==> src/rtl/cargo_stop_scheduler.sv <==
// Four-floor cargo lift stop scheduler with a LOOK policy over a pending-stop bitmap.
// Optional stall watchdog in MOVE_UP/MOVE_DOWN: define SCHED_TIMEOUT_EN.
module cargo_stop_scheduler #(
  parameter int TIMEOUT_CYCLES = 50_000_000
) (
  input  logic       clock,
  input  logic       reset,
  input  logic       req_valid,
  input  logic [1:0] req_floor,
  output logic       req_ready,
  input  logic       floor_valid,
  input  logic [1:0] floor_id,
  input  logic       service_done,
  input  logic       emergencia,
  output logic [1:0] andar_atual,
  output logic [1:0] prox_parada,
  output logic       tem_destino,
  output logic       motor_subindo,
  output logic       motor_descendo,
  output logic       servico,
  output logic [3:0] pendentes,
  output logic       falha
);

  typedef enum logic [2:0] {
    IDLE,
    DECIDE,
    MOVE_UP,
    MOVE_DOWN,
    SERVICE,
    FAULT
  } state_t;

  state_t     state;
  logic [3:0] pend;
  logic [1:0] andar;
  logic       dir;

  logic       accept;
  logic [3:0] set_mask;
  logic [3:0] clr_mask;
  logic [3:0] pend_eff;
  logic       up_found;
  logic       dn_found;
  logic [1:0] up_floor;
  logic [1:0] dn_floor;
  logic       timeout_hit;

  if (TIMEOUT_CYCLES < 1) begin : g_bad_timeout
    $error("TIMEOUT_CYCLES must be at least 1");
  end

  // A request landing in the same cycle as its floor sensor must still stop the cab.
  always_comb begin
    accept   = req_valid && req_ready;
    set_mask = accept ? (4'b0001 << req_floor) : 4'b0000;
    pend_eff = pend | set_mask;
    clr_mask = (state == SERVICE && service_done && !emergencia) ? (4'b0001 << andar) : 4'b0000;
  end

  always_comb begin
    up_found = 1'b0;
    dn_found = 1'b0;
    up_floor = andar;
    dn_floor = andar;
    for (int i = 3; i >= 0; i--) begin
      if (pend[i] && (2'(i) > andar)) begin
        up_found = 1'b1;
        up_floor = 2'(i);
      end
    end
    for (int i = 0; i < 4; i++) begin
      if (pend[i] && (2'(i) < andar)) begin
        dn_found = 1'b1;
        dn_floor = 2'(i);
      end
    end
  end

`ifdef SCHED_TIMEOUT_EN
  logic [31:0] cnt;

  always_comb begin
    timeout_hit = (state == MOVE_UP || state == MOVE_DOWN) && !floor_valid &&
                  (cnt == 32'(TIMEOUT_CYCLES - 1));
  end

  // Counts cycles between floor sensors while moving; frozen during emergencia.
  always_ff @(posedge clock or negedge reset) begin
    if (!reset) begin
      cnt <= '0;
    end else if (!emergencia) begin
      if ((state == MOVE_UP || state == MOVE_DOWN) && !floor_valid && !timeout_hit)
        cnt <= cnt + 32'd1;
      else
        cnt <= '0;
    end
  end

  assign falha = (state == FAULT);
`else
  assign timeout_hit = 1'b0;
  assign falha       = 1'b0;
`endif

  // Clear wins over a simultaneous request for the floor being serviced.
  always_ff @(posedge clock or negedge reset) begin
    if (!reset) begin
      state <= IDLE;
      pend  <= '0;
      andar <= '0;
      dir   <= 1'b1;
    end else begin
      pend <= pend_eff & ~clr_mask;
      if (floor_valid)
        andar <= floor_id;
      if (!emergencia) begin
        case (state)
          IDLE: begin
            if (pend != 4'b0000)
              state <= DECIDE;
          end
          DECIDE: begin
            if (pend[andar]) begin
              state <= SERVICE;
            end else if (up_found && (dir || !dn_found)) begin
              state <= MOVE_UP;
              dir   <= 1'b1;
            end else if (dn_found) begin
              state <= MOVE_DOWN;
              dir   <= 1'b0;
            end else begin
              state <= IDLE;
            end
          end
          MOVE_UP: begin
            if (timeout_hit)
              state <= FAULT;
            else if (floor_valid) begin
              if (floor_id < andar)
                state <= DECIDE;
              else if (pend_eff[floor_id])
                state <= SERVICE;
            end
          end
          MOVE_DOWN: begin
            if (timeout_hit)
              state <= FAULT;
            else if (floor_valid) begin
              if (floor_id > andar)
                state <= DECIDE;
              else if (pend_eff[floor_id])
                state <= SERVICE;
            end
          end
          SERVICE: begin
            if (service_done)
              state <= DECIDE;
          end
          FAULT: state <= FAULT;
          default: state <= IDLE;
        endcase
      end
    end
  end

  always_comb begin
    if (dir)
      prox_parada = up_found ? up_floor : (dn_found ? dn_floor : andar);
    else
      prox_parada = dn_found ? dn_floor : (up_found ? up_floor : andar);
  end

  assign req_ready      = (state != FAULT);
  assign andar_atual    = andar;
  assign tem_destino    = (pend != 4'b0000);
  assign pendentes      = pend;
  assign motor_subindo  = (state == MOVE_UP) && !emergencia;
  assign motor_descendo = (state == MOVE_DOWN) && !emergencia;
  assign servico        = (state == SERVICE);

endmodule
==> config.mk <==
export PLATFORM = sky130hd
export DESIGN_NAME = cargo_stop_scheduler
export DESIGN_NICKNAME = d
export VERILOG_FILES = /design/src/rtl/cargo_stop_scheduler.sv
export SDC_FILE = /design/constraint.sdc
export NUM_CORES = 1
export LEC_CHECK = 0
export ABC_AREA = 1
export BUFFER_PORTS_ARGS = -buffer_cell sky130_fd_sc_hd__buf_2
export CAP_MARGIN = 25
export CORE_MARGIN = 2
export CORE_UTILIZATION = 50
export DETAILED_ROUTE_END_ITERATION = 8
export GPL_TIMING_DRIVEN = 0
export PLACE_DENSITY_LB_ADDON = 0.3
export SKIP_LAST_GASP = 1
export SLEW_MARGIN = 20
export SYNTH_ARGS = -nofsm -noshare
export SYNTH_HDL_FRONTEND = slang
export SYNTH_SLANG_ARGS = --single-unit
==> constraint.sdc <==
create_clock -name clock -period 1.9 [get_ports clock]
set_input_delay 0.38 -clock clock [delete_from_list [all_inputs] [get_ports clock]]
set_output_delay 0.38 -clock clock [all_outputs]
set_load 0.1 [all_outputs]
After elaboration in Yosys (flattened, before gate mapping)
Index checks and enable logic that the tools add are counted.
{"block": "classes", "shift": 2, "eq_ne": 10, "n_bitwise": 5, "muxes": 40, "n_lt_le_gt_ge": 12, "n_reduce_logical": 22}
{"op": "2-bit two-way mux", "count": 15}
{"op": "3-bit two-way mux", "count": 8}
{"op": "3-bit case mux with 6 select lines", "count": 1}
{"op": "1-bit logical AND", "count": 14}
{"op": "1-bit two-way mux", "count": 12}
{"op": "4-bit two-way mux", "count": 2}
{"op": "2-bit inequality test, second input constant", "count": 4}
{"op": "1-bit by 2-bit << shifter with 4-bit output, first input constant", "count": 2}
{"op": "3-bit by 2-bit == test with 1-bit output, second input constant", "count": 2}
{"op": "3-bit == test, second input constant", "count": 2}
{"op": "2-bit by 3-bit less-than comparator with 1-bit output, second input constant", "count": 2}
{"op": "5-bit AND reduction", "count": 1}
{"op": "4-bit AND", "count": 1}
{"op": "1-bit binary-select mux with 2-bit select", "count": 2}
{"op": "1-bit by 2-bit > comparator with 1-bit output, first input constant", "count": 2}
{"op": "2-bit > comparator, first input constant", "count": 2}
{"op": "1-bit by 2-bit less-than comparator with 1-bit output, first input constant", "count": 2}
{"op": "2-bit less-than comparator, first input constant", "count": 2}
{"op": "4-bit NOT", "count": 1}
{"op": "4-bit OR", "count": 1}
{"op": "4-bit AND reduction", "count": 1}
{"op": "4-bit nonzero test", "count": 1}
{"op": "3-bit by 1-bit == test with 1-bit output, second input constant", "count": 1}
{"op": "3-bit zero test", "count": 1}
{"op": "other kinds (7)", "count": 9}
{"block": "word_totals", "output_inout_bits": 14, "inputBits": 10, "word_cells": 95, "register_bits": 10}

Longest topological paths before layout
{"block": "logic_depth", "word_depth": 12, "ltp_mapped": 13, "depth_no_buf": 12}

Worst setup path before layout
Ideal clock, no wire load.
{"block": "synth_timing", "kind": "reg2out", "startpoint": "register andar[1] (netlist: andar_atual[1])", "endpoint": "output port prox_parada[1]", "t_arrival_ns": 3.862, "n_path_buf": 1, "setup_slack_ns": -2.342, "t_required_ns": 1.520, "path_stages_with_launch": 6, "cell_sequence": "dfrtp_1 buf_2 nand2_1 nand2_1 nand2_2 o311ai_1"}
{"block": "synth_between", "elab_chain_len": 9, "elab_cells_between_ends": 37, "classes_between": "order compare: 8; mux: 21; reduce/logical: 8"}
{"item": "start: declaration", "line_no": "36", "text": "logic [1:0] andar;"}
{"item": "start signal: assignment", "line_no": "116", "text": "andar <= floor_id;"}
{"item": "2-bit > comparator or 1-bit by 2-bit less-than comparator with 1-bit output (tied branches)", "line_no": "67, 73"}
{"item": "1-bit logical AND (on tied branches)", "line_no": "67, 73"}
{"item": "2-bit two-way mux (tied with other cells) (4 in series)", "line_no": "67", "text": "if (pend[i] && (2'(i) > andar)) begin"}
{"item": "2-bit two-way mux (on tied branches) (2 in series)", "line_no": "171, 169"}
{"item": "2-bit two-way mux (*)", "line_no": "168", "text": "if (dir)"}
{"item": "end: declaration", "line_no": "16", "text": "output logic [1:0] prox_parada,"}
Mark *: on every way between the ends. The rest lies on a longest branch, timed or not.

Final worst setup path
{"block": "layout_timing", "startpoint": "register andar[1] (netlist: andar_atual[1])", "endpoint": "output port prox_parada[0]"}
Same word-level chain as after synthesis.

==> flow_summary.ini <==
[outcome]
status = complete, but fails checks
failed_checks = negative setup slack

[sta]
setup_ws_ps = -297
finalSetupViolations = 2
hold_viol_final = 0
rsz0062_at_grt = yes
setup-tns-final_ps = -541
fin_crit_ps = 2200
final_max_slew_viol_count = 0
max_freq_mhz = 455
finalCritPeriodShare_pct = 116
finClkSkew_ps = 9.69

[critical_path]
required_ps = 1520
path_max_fanout = 6
arrival_ps = 1820
worst-setup-path-type = reg2out
start_kind = flop
crit_path_end_kind = primary output

[hold_path]
hold_path.class = in2reg

[clock_network]
clockBufferDepth = 2
cts_tree = done
numCtsBuffers = 3
cts_num_sinks = 10
insertion_delay_ps = 270
cts_max_level = 1
clk_pin_slew_ps = 80
cts_root_buffer = clkbuf_4

[die]
die_x_um = 46.2
ios = 24
fp.dieH_um = 46.2
start_util_pct = 52.6
coreArea_um2 = 1690
std_cell_rows = 15
die_area_um2 = 2130

[yosys]
seq_area_frac_synth_pct = 28.3
synth.area.top_cells = dfrtp_1 25%, nand2_1 13%, inv_1 10%, nand3_1 8.5%, nor2_1 7.2%
yosysWarnings = 0
synth.distinct_cells = 26
ys_ff_latch = 10
synthCells = 144
syn_area_um2 = 888
synth_nets = 156
yosysMostFrequentCell = nand2_1
synth_top_area_share_pct = 25.4
synth_area_leader_cell = dfrtp_1
yosys-top-cells-count = 30 x nand2_1, 24 x inv_1, 17 x nor2_1
postSynthAreaPerCell_um2 = 6.17
async_reset_ff_share_pct = 100
synth_edf_count = 0
ys.flop_type = dfrtp_1

[grt]
grt_pass1_wl_um = 4240
grt-ovfl-total = 0
antenna_found_initial = 0
grt_pass1_vias = 1022
grt_max_degree = 11
grt_usage_pct = 28.0

[layout]
area_growth_pct = 48.0
drive_gt1_share_pct = 41.2
fin_nets = 195
num_antenna_cells = 0
final_util_pct = 77.9
instances_no_fill = 199

[drt]
routedWlPerCell_um = 13.4
drcViolationCount = 0
ant_nets = 0
wl_met3_um = 155
wl_met2_um = 1370
vias = 1106
dr.pass1.iters = 4
avgViaCountPerCell = 5.56
routed_wl_um = 2660
wl_met1_um = 1090
top_layer = met4
dr.first_iter.drc_count = 25

[place]
post-dp-hpwl_um = 1910
io_buffer_count = 22
place.gp.congestion = 0.876
dp.cells = 183

[power]
p_per_area_nw_per_um2 = 1430
peakVddDrop_v = 0.000716
leakage_nw = 0.661
finalPower_w = 0.00188

[run]
maxCapViolCount = 0
-- cell families after synthesis --
| logic type | count (synthesis) | share of synthesized area (%) |
|---|---|---|
| other cells | 1 | 0.422 |
| compound gates | 21 | 14.1 |
| buf+inv | 32 | 14.1 |
| fa+ha+maj | 2 | 2.82 |
| simple gates | 78 | 40.3 |
| flops | 10 | 28.3 |
-- cells in the final DEF, fill, tap and decap left out, drive strengths merged --
cell / instances
buf: 34
a21oi: 4
conb: 1
ha: 2
inv: 30
clkbuf: 5
dfrtp: 9
nor3: 4
o311ai: 1
o31ai: 3
nand3: 16
nand4: 3
o22ai: 2
dlygate4sd3: 1
a41oi: 1
nand2: 33
dfstp: 1
nand3b: 2
o21ai: 9
nor2: 20
o211ai: 1
-- power breakdown --
group | total [W] | switching, W | internal [W]
clock | 0.000197 | 0.0000807 | 0.000116
combinational | 0.00129 | 0.000913 | 0.000377
sequential | 0.000393 | 0.0000979 | 0.000295
total | 0.00188 | 0.00109 | 0.000789
-- area by class of cell --
class                      instances  area, µm²
tap                               17       21.3
timing repair buffer              35        251
fill                             127        374
buffer                             1       7.51
multi-input combinational        102        609
inverter                          30        118
clock buffer                       4       36.3
sequential                        10        272
-- registers in the layout, indices dropped and copies added (netlist names) --
name	count
andar_atual	2
dir	1
pendentes	4
state	3
-- per-stage QoR --
stage | cell area, µm² | hold slack [ps] | setup slack (ps)
after floorplan | 948 | 84.4 | -694
after global placement | 1080 | 244 | -450
after detailed placement | 1080 | 256 | -524
after CTS | 1280 | 360 | -275
after global routing | 1320 | 349 | -362
final | 1320 | 363 | -297
-- worst paths after layout --
kind	start	to	slack [ps]	depth (start not counted)
min in group asynchronous	reset	andar_atual[1]	530	2
worst max-delay path	andar_atual[1]	prox_parada[0]	-300	10
worst max register to register	andar_atual[1]	state[1]	120	10
worst min register to register	dir	dir	520	2
worst min-delay path	floor_valid	andar_atual[1]	360	2
max in group asynchronous	reset	dir	1100	2
-- routing by layer --
layer | track usage, % | vias up
li1 | - | 542
met1 | 33.6 | 508
met2 | 50.3 | 50
met3 | 2.35 | 6
met4 | 11.4 | 0
met5 | 0 | -
-- critical path, stage by stage, from the launching register on --
cell	delay, ps
dfrtp_4	530
nor2_4	190
nand2_2	100
nand2_4	80
nor2_4	40
inv_2	90
o21ai_2	70
o22ai_2	120
o21ai_2	90
nand2_4	70
buf_12	170
-- repair_timing --
item / in CTS / in global routing
hold endpoints to repair: 9 / 0
resized for setup: 20 / 5
hold buffers: 1 / 0
setup endpoints to repair: 5 / 6
setup buffers: 10 / 2
pin swaps: 7 / 8
Power figures use the tool's default switching activity.
